## src/rtl/ifu_fetch.sv

```systemverilog
// Instruction fetch unit: owns the PC and keeps one instruction-memory read outstanding at a time.
// Holds the returned word for decode and advances the PC from next_pc when that word retires.
module ifu_fetch #(
    parameter logic [31:0] RESET_PC = 32'h8000_0000
) (
    input  logic        clk,
    input  logic        rst,
    input  logic [31:0] next_pc,
    output logic [31:0] pc,
    output logic        imem_req_valid,
    output logic [31:0] imem_req_addr,
    input  logic        imem_req_ready,
    input  logic        imem_rsp_valid,
    input  logic [31:0] imem_rsp_data,
    input  logic        imem_rsp_err,
    output logic        inst_valid,
    output logic [31:0] inst,
    input  logic        inst_ready,
    output logic        fetch_fault
);

    typedef enum logic [1:0] {
        StReq,
        StWait,
        StHold,
        StFault
    } state_e;

    state_e      state_q, state_d;
    logic [31:0] pc_q, pc_d;
    logic [31:0] inst_q, inst_d;

    always_ff @(posedge clk) begin
        if (rst) begin
            state_q <= StReq;
            pc_q    <= RESET_PC;
            inst_q  <= '0;
        end else begin
            state_q <= state_d;
            pc_q    <= pc_d;
            inst_q  <= inst_d;
        end
    end

    always_comb begin
        state_d = state_q;
        pc_d    = pc_q;
        inst_d  = inst_q;
        unique case (state_q)
            // Responses arriving while a request is still pending acceptance are stale.
            StReq: begin
                if (imem_req_ready) begin
                    state_d = StWait;
                end
            end
            StWait: begin
                if (imem_rsp_valid) begin
                    if (imem_rsp_err) begin
                        state_d = StFault;
                    end else begin
                        inst_d  = imem_rsp_data;
                        state_d = StHold;
                    end
                end
            end
            StHold: begin
                if (inst_ready) begin
                    // Misaligned targets fault without disturbing the PC of the retired instruction.
                    if (next_pc[1:0] == 2'b00) begin
                        pc_d    = next_pc;
                        state_d = StReq;
                    end else begin
                        state_d = StFault;
                    end
                end
            end
            StFault: begin
                state_d = StFault;
            end
            default: begin
                state_d = StFault;
            end
        endcase
    end

    // Reset masks the handshake outputs immediately rather than waiting for the edge.
    assign imem_req_valid = !rst && (state_q == StReq);
    assign inst_valid     = !rst && (state_q == StHold);
    assign imem_req_addr  = pc_q;
    assign pc             = pc_q;
    assign inst           = inst_q;
    assign fetch_fault    = (state_q == StFault);

    addr_stable_a : assert property (@(posedge clk) disable iff (rst)
        (imem_req_valid && !imem_req_ready) |=> (imem_req_addr == $past(imem_req_addr)));

    fault_sticky_a : assert property (@(posedge clk) disable iff (rst)
        fetch_fault |=> fetch_fault);

endmodule

```

## config.mk

```make
export PLATFORM = sky130hd
export DESIGN_NAME = ifu_fetch
export DESIGN_NICKNAME = d
export VERILOG_FILES = /design/src/rtl/ifu_fetch.sv
export SDC_FILE = /design/constraint.sdc
export NUM_CORES = 1
export LEC_CHECK = 0
export ABC_AREA = 1
export CAP_MARGIN = 20
export CORE_MARGIN = 3
export CORE_UTILIZATION = 36
export DETAILED_ROUTE_END_ITERATION = 16
export PLACE_DENSITY = 0.87
export SLEW_MARGIN = 40
export SYNTH_ARGS = -nofsm -noshare
export SYNTH_HDL_FRONTEND = slang
export SYNTH_SLANG_ARGS = --single-unit
```

## constraint.sdc

```tcl
create_clock -name clk -period 1.6 [get_ports clk]
set_input_delay 0.24 -clock clk [delete_from_list [all_inputs] [get_ports clk]]
set_output_delay 0.24 -clock clk [all_outputs]
set_load 0.05 [all_outputs]
```

==> results of run 1 <==
==> layout by cell type, fill, tap and decap left out, types with 2 or more instances in the layout <==
| cell type | instances |
|---|---|
| clkbuf_8 | 9 |
| clkbuf_1 | 2 |
| inv_2 | 2 |
| buf_12 | 8 |
| clkdlybuf4s50_1 | 69 |
| o21ai_1 | 10 |
| o21ai_0 | 52 |
| nor2_1 | 129 |
| buf_4 | 102 |
| bufinv_16 | 3 |
| nand2_2 | 2 |
| inv_1 | 4 |
| nand3_1 | 2 |
| a21oi_1 | 2 |
| clkinv_2 | 2 |
| nor3_2 | 2 |
| nand2_1 | 8 |
| dfxtp_1 | 66 |
==> area by class of cell <==
type	instances	area, sq um	area share (%)
repair buffers	179	1620	38.2
flip-flops and latches	66	1320	31.2
multi-input cells	211	912	21.5
clock buffers	11	131	3.10
well taps	96	120	2.84
clock inverters	5	103	2.42
inverters	8	31.3	0.739
==> critical path, cell delays in order, from the launching register on <==
cell and delay (ns):
dfxtp_1 0.51, nand2_1 0.11, inv_1 0.12, buf_12 0.14
==> stage by stage <==
| step | utilization (%) | cell area (sq um) | instances | total power, mW | setup WS [ns] |
|---|---|---|---|---|---|
| 2_1_floorplan | - | 2620 | 335 | 2.30 | 0.285 |
| 3_3_place_gp | 57.9 | 4000 | 560 | 2.64 | 0.0442 |
| 3_5_place_dp | 57.9 | 4000 | 560 | 2.66 | 0.0435 |
| 4_1_cts | 61.3 | 4240 | 576 | 4.30 | 0.136 |
| 5_1_grt | 61.3 | 4240 | 576 | 4.42 | 0.0773 |
| 6_report | 61.3 | 4240 | 576 | 4.24 | 0.158 |
==> registers in the layout, summed over array words and instances, names as in the netlist <==
| name | count |
|---|---|
| inst | 32 |
| state_q | 2 |
| imem_req_addr | 32 |
==> metal layers <==
layer | GRT usage (%) | share of wire, % | vias up
li1 | - | - | 1309
met1 | 18.4 | 39 | 1152
met2 | 28.6 | 49 | 125
met3 | 6.05 | 10 | 9
met4 | 6.91 | 1.3 | 0
met5 | 0 | 0 | -
==> worst max path at each step <==
stage	start	endpoint	slack [ns]	depth (start not counted)
detailed placement	rst	inst[11]	0.04	5
finish	state_q[0]	fetch_fault	0.16	3
floorplan	state_q[1]	inst_valid	0.28	2
CTS	state_q[0]	fetch_fault	0.14	3
global route	state_q[0]	inst[15]	0.08	6
global placement	imem_rsp_err	inst[11]	0.04	6
==> power breakdown <==
group / switching (mW) / internal (mW) / total, mW
Clock: 0.587 / 1.03 / 1.62
Combinational: 0.492 / 0.361 / 0.852
Sequential: 0.0525 / 1.71 / 1.76
==> logic make-up after synthesis <==
family | Yosys count
compound gates | 65
buf+inv | 58
flops | 66
simple gates | 146
==> flow_summary.json, run 1 <==
{
  "cts-root-buf": "clkbuf_8",
  "overflow": 0,
  "synth_compound_area_share_pct": 12.6,
  "skew_ns": 0.00589,
  "ys_types": 22,
  "synth_fa_ha_area_share_pct": 0,
  "rrSetupSlack_ns": 0.17,
  "die_area_sq_um": 8310,
  "num_vias": 2595,
  "setup_violations": 0,
  "crit_type": "reg2out",
  "ys_ff_latch": 66,
  "detail_route.wl_per_cell_um": 12.5,
  "nNetsFinal": 545,
  "synth-simple-area-share_pct": 22.0,
  "holdPathEnd": "imem_req_addr[1]",
  "ys_seq_area_share_pct": 50.6,
  "fin_crit_ns": 1.44,
  "globalplace.congestion": 0.743,
  "reg2reg_depth": 6,
  "synth-main-ff-cell": "dfxtp_1",
  "cts-htree-levels": 3,
  "drc_errors": 0,
  "synth_top_family_by_area": "simple AND/OR/NAND/NOR gates",
  "first_pass_iters": 4,
  "synthArstFlopShare_pct": 0,
  "antenna_found_initial": 0,
  "cts_tree": "built",
  "cts_setup_buffers": 0,
  "syn_area_per_cell_sq_um": 7.79,
  "die_w_um": 91.2,
  "leakage_nw": 1.85,
  "start_util_pct": 37.8,
  "rsz0062_at_grt": "no",
  "clk_pin_slew_ns": 0.07,
  "grt_util_all_layers_pct": 16.6,
  "final.period_utilization_pct": 90.1,
  "numPortBuffers": 168,
  "vdd_ir_drop_max_v": 0.000508,
  "required_ns": 1.36,
  "grt_start_max_net_pins": 33,
  "r2r_start": "state_q[0]",
  "muxShareOfSynthArea_pct": 0,
  "synth_nets": 405,
  "wirelength_mm": 7.20,
  "hold_viol": 0,
  "cts_buffers": 9,
  "synthTopCellsByCount": "nor2_1 (129), dfxtp_1 (66), o21ai_0 (52)",
  "synth_area_sq_um": 2610,
  "dpl.hpwl_mm": 5.65,
  "vias_per_cell": 4.51,
  "slew-limit-headroom_pct": 77.9,
  "cap_violations": 0,
  "slew_viol_final": 0,
  "drt_iter0_drc": 61,
  "synth_edf_count": 0,
  "synth_xor_area_share_pct": 0,
  "rows": 30,
  "hold_ws_ns": 0.461,
  "synth_top_cell_area_share_pct": 50.6,
  "yosysTopAreaCell": "dfxtp_1",
  "chipHeight_um": 91.2,
  "crit_path_start_kind": "flip-flop",
  "grt_pass1_wl_mm": 11.2,
  "fin_tns_setup_ns": 0,
  "hold_path_depth": 2,
  "grt_pass1_vias": 2402,
  "yosysMostFrequentCell": "nor2_1",
  "fmax_ghz": 0.694,
  "hold_path_class": "reg2reg",
  "synthCells": 335,
  "fillers": 605,
  "core_area_sq_um": 6910,
  "clock_latency_ns": 0.32,
  "yosysWarnings": 0,
  "cts_buffer_depth": 2,
  "antenna_left": 0,
  "hold_buffers": 0,
  "rr_endpoint": "inst[11]",
  "syn2layout_area_growth_pct": 62.2,
  "io_pins": 169,
  "status": "complete, no violations",
  "n_antenna_cell": 0,
  "cts_sinks": 66,
  "cp_data_arrival_time_ns": 1.20,
  "worstSetupEndpointType": "primary output",
  "cp_max_fo": 7,
  "tightest_slew_ns": 0.331,
  "layout-drive-gt1-share_pct": 27.9,
  "synth_area_leaders": "dfxtp_1 (51%), nor2_1 (19%), o21ai_0 (10%)",
  "hold_path_startpoint": "imem_req_addr[1]",
  "p_per_area_nw_per_um2": 1000,
  "cts_resized": 0
}
Power figures use the tool's default switching activity.
==> inputs of run 2 (changes only) <==
--- a/config.mk
+++ b/config.mk
@@ -10,7 +10,7 @@
 export CORE_MARGIN = 3
 export CORE_UTILIZATION = 36
 export DETAILED_ROUTE_END_ITERATION = 16
-export PLACE_DENSITY = 0.87
+export PLACE_DENSITY = 0.83
 export SLEW_MARGIN = 40
 export SYNTH_ARGS = -nofsm -noshare
 export SYNTH_HDL_FRONTEND = slang
==> flow_summary.json, run 2 (synthesis results as in run 1) <==
{
  "cts_buffers": 9,
  "power.share.clock_pct": 34.7,
  "power_frac_comb_pct": 21.1,
  "cap_violations": 0,
  "cts-root-buf": "clkbuf_8",
  "core_area_sq_um": 6910,
  "worstSetupEndpointType": "primary output",
  "hold_path_class": "reg2reg",
  "detail_route.wl_per_cell_um": 12.3,
  "rows": 30,
  "cp_slowest_cell": "clkdlybuf4s50_1",
  "n_antenna_cell": 0,
  "final_common_cell": "nor2_1",
  "required_ns": 1.36,
  "cts_tree": "built",
  "drt_iter0_drc": 80,
  "crit_path_start_kind": "primary input",
  "nNetsFinal": 543,
  "die_w_um": 91.2,
  "leakage_nw": 1.82,
  "overflow": 0,
  "vdd_ir_drop_max_v": 0.000490,
  "hold_buffers": 0,
  "crit_type": "in2out",
  "hold_viol": 0,
  "die_area_sq_um": 8310,
  "num_vias": 2590,
  "p_sw_share_pct": 28.3,
  "rsz0062_at_grt": "no",
  "cts_buffer_depth": 2,
  "tightest_slew_ns": 0.318,
  "fillers": 640,
  "syn2layout_area_growth_pct": 59.5,
  "p_per_area_nw_per_um2": 959,
  "cpPeakStageDelay_ns": 0.52,
  "multi_input_area_sq_um": 912,
  "skew_ns": 0.00542,
  "cts_resized": 0,
  "path_cells": "clkdlybuf4s50_1 > nor3_2 > buf_12",
  "cts-htree-levels": 3,
  "vias_per_cell": 4.51,
  "slew-limit-headroom_pct": 78.8,
  "antenna_left": 0,
  "p_int_mw": 2.86,
  "slew_viol_final": 0,
  "finalPower_mw": 3.99,
  "start_util_pct": 37.8,
  "seqPwrFrac_pct": 44.1,
  "seq_area_sq_um": 1320,
  "first_pass_iters": 4,
  "setup_violations": 0,
  "final_cell_mix": "nor2_1 (129), buf_4 (102), clkdlybuf4s50_1 (69), dfxtp_1 (66), o21ai_0 (52)",
  "fmax_ghz": 0.691,
  "grt_pass1_wl_mm": 11.3,
  "status": "complete, no violations",
  "cts_sinks": 66,
  "cts_setup_buffers": 0,
  "dpl.hpwl_mm": 5.56,
  "cp_data_arrival_time_ns": 1.21,
  "grt_pass1_vias": 2432,
  "cp_max_fo": 5,
  "wirelength_mm": 7.06,
  "dp_cells": 558,
  "final.period_utilization_pct": 90.5,
  "final_cells": 574,
  "layout-drive-gt1-share_pct": 28.0,
  "io_pins": 169,
  "numPortBuffers": 168,
  "fin_crit_ns": 1.45,
  "grt_util_all_layers_pct": 16.8,
  "clock_latency_ns": 0.32,
  "grt_start_max_net_pins": 33,
  "antenna_found_initial": 0,
  "globalplace.congestion": 0.787,
  "drc_errors": 0,
  "p_switching_mw": 1.13,
  "chipHeight_um": 91.2,
  "clk_pin_slew_ns": 0.07
}
==> run 2: cell types whose count changed in the layout (fill, tap and decap cells not counted), sizes merged <==
| cell | delta |
|---|---|
| buf | -2 |
| bufinv | -2 |
| clkinv | +2 |
==> run 2: worst max-delay path, delay by kind of cell <==
family	cells	cell delay [ns]
AND/OR/NAND/NOR	1	0.27
buffers and inverters	2	0.69
==> run 2: final timing paths <==
check | from | to | slack, ns | cells after the start
worst min-delay path | imem_req_addr[0] | imem_req_addr[0] | 0.47 | 2
worst max register to register | state_q[1] | imem_req_addr[2] | 0.20 | 6
worst min register to register | imem_req_addr[0] | imem_req_addr[0] | 0.47 | 2
worst max-delay path | rst | inst_valid | 0.15 | 3
==> run 2: through the flow <==
stage          cell area [sq um]  hold slack [ns]  TNS [ns]  setup WS [ns]  util, %
3_5_place_dp                3960            0.464   -0.0256        -0.0209     57.4
3_3_place_gp                3960            0.454         0         0.0498     57.4
6_report                    4170            0.469         0          0.153     60.3
4_1_cts                     4170            0.471         0          0.141     60.3
5_1_grt                     4170            0.499         0         0.0169     60.3
2_1_floorplan               2620            0.309         0          0.285        -
==> run 2: area by class of cell <==
type / instances / area share, %
Sequential cell: 66 / 31.7
Clock inverter: 5 / 1.26
Inverter: 8 / 0.751
Clock buffer: 11 / 3.63
Multi-Input combinational cell: 211 / 21.9
Timing Repair Buffer: 177 / 37.8
Tap cell: 96 / 2.88
==> run 2: routing by layer <==
metal	track usage, %	routed length, um	vias to the layer above
met5	0	0	-
met4	6.16	78	0
met3	6.38	667	9
met2	29.9	3510	112
met1	18.1	2810	1160
li1	-	-	1309
==> run 2: power groups by stage <==
stage	logic [mW]	clock network [mW]	registers (mW)
final	0.844	1.39	1.76
after global placement	0.836	0	1.80
after detailed placement	0.848	0	1.80
after floorplan	0.291	0	2.01
after global routing	0.902	1.52	1.77
after CTS	0.849	1.44	1.76
